File: config.mk
export PLATFORM = sky130hd
export DESIGN_NAME = avalon_mem_arbiter
export DESIGN_NICKNAME = d
export VERILOG_FILES = /design/src/rtl/avalon_pkg.sv /design/src/rtl/avalon_req_mux.sv /design/src/rtl/avalon_mem_arbiter.sv
export SDC_FILE = /design/constraint.sdc
export NUM_CORES = 1
export LEC_CHECK = 0
export BUFFER_PORTS_ARGS = -buffer_cell sky130_fd_sc_hd__buf_2
export CORE_AREA = 3 3 121 123
export DETAILED_ROUTE_END_ITERATION = 16
export DIE_AREA = 0 0 124 126
export PLACE_DENSITY = 0.5
export SLEW_MARGIN = 5
export SYNTH_ARGS = -nofsm -noshare
export SYNTH_HDL_FRONTEND = slang
export SYNTH_HIERARCHICAL = 1
export SYNTH_SLANG_ARGS = --single-unit
export TNS_END_PERCENT = 50
File: constraint.sdc
create_clock -name clk -period 1.3 [get_ports clk]
set_clock_uncertainty 0.05 [all_clocks]
set_input_delay 0 -clock clk [delete_from_list [all_inputs] [get_ports clk]]
set_output_delay 0 -clock clk [all_outputs]
set_load 0.01 [all_outputs]
File: src/rtl/avalon_pkg.sv
// Shared types for the two-master Avalon-MM arbiter: FSM state encoding,
// default bus widths and a request bundle.
package avalon_pkg;

  localparam int AV_ADDR_W = 32;
  localparam int AV_DATA_W = 32;

  typedef enum logic [1:0] {
    IDLE = 2'd0,
    GNT0 = 2'd1,
    GNT1 = 2'd2
  } arb_state_t;

  typedef struct packed {
    logic [AV_ADDR_W-1:0]   address;
    logic                   read;
    logic                   write;
    logic [AV_DATA_W-1:0]   writedata;
    logic [AV_DATA_W/8-1:0] byteenable;
  } avalon_req_t;

endpackage

File: src/rtl/avalon_req_mux.sv
// Combinational request/response steering between two Avalon masters and
// one slave, selected by the one-hot grant of the arbiter.
module avalon_req_mux #(
  parameter int ADDR_W = 32,
  parameter int DATA_W = 32
) (
  input  logic [1:0]          grant,
  input  logic [ADDR_W-1:0]   m0_address,
  input  logic                m0_read,
  input  logic                m0_write,
  input  logic [DATA_W-1:0]   m0_writedata,
  input  logic [DATA_W/8-1:0] m0_byteenable,
  output logic [DATA_W-1:0]   m0_readdata,
  output logic                m0_waitrequest,
  input  logic [ADDR_W-1:0]   m1_address,
  input  logic                m1_read,
  input  logic                m1_write,
  input  logic [DATA_W-1:0]   m1_writedata,
  input  logic [DATA_W/8-1:0] m1_byteenable,
  output logic [DATA_W-1:0]   m1_readdata,
  output logic                m1_waitrequest,
  output logic [ADDR_W-1:0]   s_address,
  output logic                s_read,
  output logic                s_write,
  output logic [DATA_W-1:0]   s_writedata,
  output logic [DATA_W/8-1:0] s_byteenable,
  input  logic [DATA_W-1:0]   s_readdata,
  input  logic                s_waitrequest
);

  // A master raising read and write together is served as a read.
  always_comb begin
    s_address      = '0;
    s_read         = 1'b0;
    s_write        = 1'b0;
    s_writedata    = '0;
    s_byteenable   = '0;
    m0_readdata    = '0;
    m1_readdata    = '0;
    m0_waitrequest = 1'b1;
    m1_waitrequest = 1'b1;
    if (grant[0]) begin
      s_address      = m0_address;
      s_read         = m0_read;
      s_write        = m0_write & ~m0_read;
      s_writedata    = m0_writedata;
      s_byteenable   = m0_byteenable;
      m0_readdata    = s_readdata;
      m0_waitrequest = s_waitrequest;
    end else if (grant[1]) begin
      s_address      = m1_address;
      s_read         = m1_read;
      s_write        = m1_write & ~m1_read;
      s_writedata    = m1_writedata;
      s_byteenable   = m1_byteenable;
      m1_readdata    = s_readdata;
      m1_waitrequest = s_waitrequest;
    end
  end

endmodule

File: src/rtl/avalon_mem_arbiter.sv
// Round-robin two-master Avalon-MM arbiter in front of a shared RAM.
// Optional ARB_LOCK_EN adds m1_lock for back-to-back master-1 bursts.
module avalon_mem_arbiter
  import avalon_pkg::*;
#(
  parameter int ADDR_W     = AV_ADDR_W,
  parameter int DATA_W     = AV_DATA_W,
  parameter int FIRST_PRIO = 0
) (
  input  logic                clk,
  input  logic                reset,
  input  logic [ADDR_W-1:0]   m0_address,
  input  logic                m0_read,
  input  logic                m0_write,
  input  logic [DATA_W-1:0]   m0_writedata,
  input  logic [DATA_W/8-1:0] m0_byteenable,
  output logic [DATA_W-1:0]   m0_readdata,
  output logic                m0_waitrequest,
  input  logic [ADDR_W-1:0]   m1_address,
  input  logic                m1_read,
  input  logic                m1_write,
  input  logic [DATA_W-1:0]   m1_writedata,
  input  logic [DATA_W/8-1:0] m1_byteenable,
`ifdef ARB_LOCK_EN
  input  logic                m1_lock,
`endif
  output logic [DATA_W-1:0]   m1_readdata,
  output logic                m1_waitrequest,
  output logic [ADDR_W-1:0]   s_address,
  output logic                s_read,
  output logic                s_write,
  output logic [DATA_W-1:0]   s_writedata,
  output logic [DATA_W/8-1:0] s_byteenable,
  input  logic [DATA_W-1:0]   s_readdata,
  input  logic                s_waitrequest,
  output logic [1:0]          grant
);

  // state | meaning
  // IDLE  | arbitration slot, slave idle, both masters stalled
  // GNT0  | master 0 owns the slave until completion or abort
  // GNT1  | master 1 owns the slave (held across completions while locked)

  arb_state_t state, state_nxt;
  logic       last_grant, last_grant_nxt;
  logic [1:0] grant_nxt;
  logic       req0, req1, lock;

  assign req0 = m0_read | m0_write;
  assign req1 = m1_read | m1_write;

`ifdef ARB_LOCK_EN
  assign lock = m1_lock;
`else
  assign lock = 1'b0;
`endif

  always_ff @(posedge clk or negedge reset) begin
    if (!reset) begin
      state      <= IDLE;
      last_grant <= (FIRST_PRIO == 0);
      grant      <= 2'b00;
    end else begin
      state      <= state_nxt;
      last_grant <= last_grant_nxt;
      grant      <= grant_nxt;
    end
  end

  always_comb begin
    state_nxt = state;
    case (state)
      IDLE: begin
        if (req0 && req1)  state_nxt = last_grant ? GNT0 : GNT1;
        else if (req0)     state_nxt = GNT0;
        else if (req1)     state_nxt = GNT1;
      end
      GNT0: begin
        if (!req0 || !s_waitrequest) state_nxt = IDLE;
      end
      GNT1: begin
        if (!req1)               state_nxt = IDLE;
        else if (!s_waitrequest) state_nxt = lock ? GNT1 : IDLE;
      end
      default: state_nxt = IDLE;
    endcase
  end

  // grant mirrors the next state so it is registered alongside it
  always_comb begin
    grant_nxt      = 2'b00;
    last_grant_nxt = last_grant;
    case (state_nxt)
      GNT0:    grant_nxt = 2'b01;
      GNT1:    grant_nxt = 2'b10;
      default: grant_nxt = 2'b00;
    endcase
    if (state == IDLE && state_nxt == GNT0) last_grant_nxt = 1'b0;
    if (state == IDLE && state_nxt == GNT1) last_grant_nxt = 1'b1;
  end

  avalon_req_mux #(
    .ADDR_W(ADDR_W),
    .DATA_W(DATA_W)
  ) u_mux (
    .grant          (grant),
    .m0_address     (m0_address),
    .m0_read        (m0_read),
    .m0_write       (m0_write),
    .m0_writedata   (m0_writedata),
    .m0_byteenable  (m0_byteenable),
    .m0_readdata    (m0_readdata),
    .m0_waitrequest (m0_waitrequest),
    .m1_address     (m1_address),
    .m1_read        (m1_read),
    .m1_write       (m1_write),
    .m1_writedata   (m1_writedata),
    .m1_byteenable  (m1_byteenable),
    .m1_readdata    (m1_readdata),
    .m1_waitrequest (m1_waitrequest),
    .s_address      (s_address),
    .s_read         (s_read),
    .s_write        (s_write),
    .s_writedata    (s_writedata),
    .s_byteenable   (s_byteenable),
    .s_readdata     (s_readdata),
    .s_waitrequest  (s_waitrequest)
  );

endmodule

==> impl_metrics.toml, run 1 <==
[power_and_ir_drop]
powerDensity_nw_per_um2 = 2247
total_power_w = 0.008625
leakage_nw = 2.233
ir_worst_vdd_mv = 0.5892

[timing]
fmax_mhz = 662.1
period_share_pct = 116.2
timing.max_slew.rel_slack_pct = 85.77
finalHoldViolCount = 0
timing.final.ws_setup_ps = -210.4
period_needed_ps = 1510
slew_viol_final = 0
fin_tns_setup_ps = -18850
grt_setup_unrepaired = "true"
setup_violations = 136
worst_slew_pin_slew_ps = 211.6

[route]
detail_route.vias_per_cell = 3.962
first_pass_iters = 4
antenna_left = 0
drt_iter0_markers = 132
routed_wl_um = 11680
drcViolationCount = 0
wl_per_cell_um = 17.21
vias = 2690

[critical_path]
path_common_cell = "buf_12"
critPathRequiredTime_ps = 1250
crit_family = "buffers and inverters"
slowest_stage = "dfrtp_2"
cp.buffers_inverters = 3
critical_path.max_stage_delay_ps = 410
path_class = "flop to output port"
worstPathArrival_ps = 1460
startpoint_type = "flop"
crit_fanout = 8
path_cells = "nor2b_4 > buf_12 > buf_12 > a22o_1 > buf_2"
end_kind = "output port"

[global_route]
grt_max_degree = 60
overflow = 0
grt.total_usage_pct = 11.72
grt_pass1_wl_um = 14010
grt_pass1_vias = 2506
antenna_found_initial = 3

[placement]
dp.cells = 652
place_ws_ps = -78.76
dp_hpwl_um = 7857
placed_area_sq_um = 3138
place.gp.congestion = 0.7422
io_buffers = 312

[cells_and_area]
finalNonFillerCells = 679
stdcell_area_sq_um = 3839
multi_input_area_sq_um = 1186
final_layout_size_suffix_gt1_share_pct = 72.43
area_delta_synth_final_pct = 167.5
nFillCells = 1496
nNetsFinal = 673
regArea_sq_um = 127.6

[yosys]
synth_seq_cells = 5
synth_area_sq_um = 1435
synthTopCellsByArea = "a22o_1 (42%), and2_1 (28%), buf_6 (7.1%), dfrtp_1 (7.0%), clkbuf_1 (2.4%)"
synth.distinct_cells = 21
yosysTopAreaCellShare_pct = 42.11
synth_nets = 354
synth_cells = 179
ys_seq_area_share_pct = 8.806
syn_avg_cell_area_sq_um = 8.017
synth_largest_area_cell = "a22o_1"
ys_warn_count = 6

[die]
die_area_sq_um = 15620
start_util_pct = 10.42
coreArea_sq_um = 13770
die_w_um = 124
core.rowCount = 43
ioPinCount = 313
die_h_um = 126

[worst_hold_path]
hold_path_class = "input pin to asynchronous set/reset pin"

[clocking]
clock_latency_ps = 220
cts_buffers = 3
clock-sinks = 5
cts_root_buf = "clkbuf_16"
clock_path_buffers = 2
htree_levels = 1
cts_tree = "built"
clk_pin_slew_worst_paths_ps = 30

[status]
violations = "setup timing"
outcome = "finished, violations left"

[flow_run]
cap_violations = 0
-- cell families (layout without fill, tap and decap cells) --
kind of cell,count (synthesis),count (layout),share of synthesized area [%]
buffers and inverters,25,343,12.03
other,0,2,0
AO/OA/AOI/OAI,78,78,47.60
AND/OR/NAND/NOR,71,71,31.56
flip-flops,5,5,8.806
-- routing by layer --
layer	vias to the layer above	global-route usage, %	part of all wire, %
met5	-	0	0.094
met4	2	1.160	0.21
met3	4	2.649	9.0
met2	166	21.73	51
met1	1205	14.09	39
li1	1313	-	-
-- cells in the mapped netlist (all sizes together) --
library cell  count
a211oi            4
a22o             69
and2             64
buf              14
clkbuf            9
dfrtp             4
dfstp             1
inv               2
nand2             1
nand2b            2
nand3b            1
nor2              2
nor2b             1
o21ai             1
o21bai            2
o22ai             1
o31ai             1
-- cell type report --
class                           count  share of cell area (%)
Clock buffer                        4                   2.053
Tap cell                          180                   5.867
Timing Repair Buffer              337                   57.53
Inverter                            2                  0.1956
Sequential cell                     5                   3.325
Multi-Input combinational cell    149                   30.90
Antenna cell                        2                  0.1304
-- registers in the layout (all words and copies together), names as in the netlist --
signal      flops
grant           2
state           2
last_grant      1
-- final timing paths --
path | start | endpoint | cells past startpoint | slack (ps)
worst max register to register | state[0] | state[0] | 3 | 300
min in group clk | s_waitrequest | grant[0] | 3 | 80
worst min-delay path | reset | grant[1] | 2 | 70
worst max-delay path | grant[0] | s_writedata[2] | 5 | -210
worst min register to register | state[0] | grant[0] | 1 | 430
max in group asynchronous | reset | last_grant | 2 | 910
-- metrics by stage --
stage | hold slack [ps] | utilization (%)
2_1_floorplan | -345.6 | -
3_3_place_gp | -227.0 | 22.78
3_5_place_dp | -229.5 | 22.78
4_1_cts | 83.09 | 26.04
5_1_grt | 91.24 | 27.87
6_report | 73.56 | 27.87
-- power by group --
group	leakage (nW)	total [W]	switching (W)	internal, W
sequential	0.0595	0.000317	0.0000670	0.000250
combinational	2.14	0.00781	0.00368	0.00413
clock	0.0382	0.000501	0.0000951	0.000406
-- what timing repair did --
action / CTS / global route
buffers inserted: 8 / 1
resized for setup: 31 / 29
gates cloned: 6 / 7
hold buffers: 1 / 0
pin swaps: 24 / 9
setup endpoints to repair: 103 / 136
endpoints found under the hold margin: 5 / 0
-- cell usage in the layout (no fill, tap or decap), types with 2 or more instances in the layout --
master     instances
and2_1            51
buf_2            288
buf_16             6
a22o_1            67
clkbuf_16          8
a211oi_1           4
and2_4            13
a22o_4             2
buf_8              2
buf_6             23
inv_1              2
buf_12             7
nand2b_1           2
diode_2            2
dfrtp_1            3
buf_4              5
(Power assumes the default switching activity.)
==> run 2: changes to the inputs <==
--- a/config.mk
+++ b/config.mk
@@ -10,6 +10,7 @@
 export DETAILED_ROUTE_END_ITERATION = 16
 export DIE_AREA = 0 0 124 126
 export PLACE_DENSITY = 0.5
+export SETUP_SLACK_MARGIN = 0.1
 export SLEW_MARGIN = 5
 export SYNTH_ARGS = -nofsm -noshare
 export SYNTH_HDL_FRONTEND = slang
==> run 2 against run 1 <==
- utilization fell by 2.7 points
- cell area fell by 9.7%
- maximum frequency up 3.3%
- largest cell class unchanged
- final cell count fell by 1.9%
- the run still ends with setup timing left
- routed wire length shrank 11%
- combinational power fell by 17%
- setup slack improved by 49 ps
- highest routed layer unchanged
- via count shrank 2.8%
- sequential share of layout area rose by 0.36 points
==> impl_metrics.toml, run 2 (synthesized netlist as in run 1, its figures left out) <==
[status]
outcome = "finished, violations left"
violations = "setup timing"

[clocking]
cts_root_buf = "clkbuf_16"
clk_pin_slew_worst_paths_ps = 30
clock-sinks = 5
clock_path_buffers = 2
cts_buffers = 3
htree_levels = 1
clock_latency_ps = 220
cts_tree = "built"

[cells_and_area]
multi_input_area_sq_um = 1154
final_common_cell = "buf_2"
nFillCells = 1536
final_layout_size_suffix_gt1_share_pct = 69.01
stdcell_area_sq_um = 3465
area_delta_synth_final_pct = 141.4
nNetsFinal = 660
final_cell_mix = "buf_2 (301), a22o_1 (67), and2_1 (64)"
finalNonFillerCells = 666
top_regs = "grant (2), state (2), last_grant (1)"
regArea_sq_um = 127.6

[timing]
grt_setup_unrepaired = "true"
timing.final.ws_setup_ps = -161.5
fin_tns_setup_ps = -13990
timing.max_slew.rel_slack_pct = 85.77
setup_violations = 135
slew_viol_final = 0
finalHoldViolCount = 0
period_share_pct = 112.4
period_needed_ps = 1461
fmax_mhz = 684.2
timing.hold.ws_ps = 73.31
worst_slew_pin_slew_ps = 211.6

[placement]
placed_area_sq_um = 3138
io_buffers = 312
dp_hpwl_um = 7857
dp.cells = 652
place_ws_ps = -78.76
place.gp.congestion = 0.7422

[route]
wl_per_cell_um = 15.59
drcViolationCount = 0
detail_route.vias_per_cell = 3.928
routed_wl_um = 10390
first_pass_iters = 4
antenna_left = 0
drt_iter0_markers = 115
vias = 2616

[die]
die_w_um = 124
coreArea_sq_um = 13770
ioPinCount = 313
die_h_um = 126
start_util_pct = 10.42
core.rowCount = 43
die_area_sq_um = 15620

[power_and_ir_drop]
ir_worst_vdd_mv = 0.6017
leakage_nw = 2.079
powerDensity_nw_per_um2 = 2106

[critical_path]
r2r-start = "state[0]"
worstPathArrival_ps = 1410
endpoint = "s_address[17]"
crit_fanout = 30
critical_path.max_stage_delay_ps = 410
path_class = "flop to output port"
startpoint_type = "flop"
r2r_cells = 3
reg2reg_to = "state[0]"
r2r_slack_ps = 300
end_kind = "output port"
cp-startpoint = "grant[0]"
critPathRequiredTime_ps = 1250
slowest_stage = "dfrtp_2"
path_cells = "buf_4 > buf_16 > a22o_4 > buf_6"

[global_route]
grt_pass1_wl_um = 13540
antenna_found_initial = 3
grt.total_usage_pct = 11.20
grt_pass1_vias = 2454
overflow = 0
grt_max_degree = 47

[worst_hold_path]
hold_path_class = "input pin to asynchronous set/reset pin"

[flow_run]
cap_violations = 0
[run 2: through the flow]
stage / power (W) / utilization, %
after floorplan: 0.003741 / -
final: 0.007297 / 25.15
after detailed placement: 0.005903 / 22.78
after global placement: 0.005952 / 22.78
after CTS: 0.007142 / 24.55
after global routing: 0.007853 / 25.15
[run 2: report_power, final]
part	internal (W)	leakage, nW	switching, W
sequential	0.000250	0.0595	0.0000682
clock	0.000406	0.0382	0.0000955
combinational	0.00319	1.98	0.00329
total	0.00384	2.08	0.00345
[run 2: critical path: cells and delay by family (launching register included)]
kind	cells	cell delay [ps]
flip-flops	1	410
AO/OA/AOI/OAI	1	280
buffers and inverters	3	470
[run 2: metal layers]
metal  GRT usage (%)  wire, um
met5               0        11
met2           20.11      5148
met3           2.649      1116
met4           1.160        25
met1           13.93      4084
[run 2: how the worst min path moves through the flow]
| stage | from | end | cells after the start |
|---|---|---|---|
| 3_3_place_gp | reset | grant[1] | 1 |
| 6_report | reset | grant[1] | 2 |
| 2_1_floorplan | reset | grant[0] | 0 |
| 5_1_grt | reset | grant[1] | 2 |
| 3_5_place_dp | reset | grant[1] | 1 |
| 4_1_cts | reset | grant[1] | 2 |
[run 2: area by class of cell]
cell class	instances	share of cell area [%]
antenna	2	0.1445
clock buffer	4	2.275
timing repair buffer	324	53.88
inverter	2	0.2167
sequential	5	3.684
multi-input combinational	149	33.30
tap	180	6.501
[run 2: repair_timing]
action / in CTS / in global routing
cloned: 3 / 1
hold buffers: 1 / 0
gates resized for setup: 5 / 15
buffers inserted: 4 / 0
setup endpoints to repair: 135 / 137
endpoints found under the hold margin: 5 / 0
pin swaps: 0 / 3
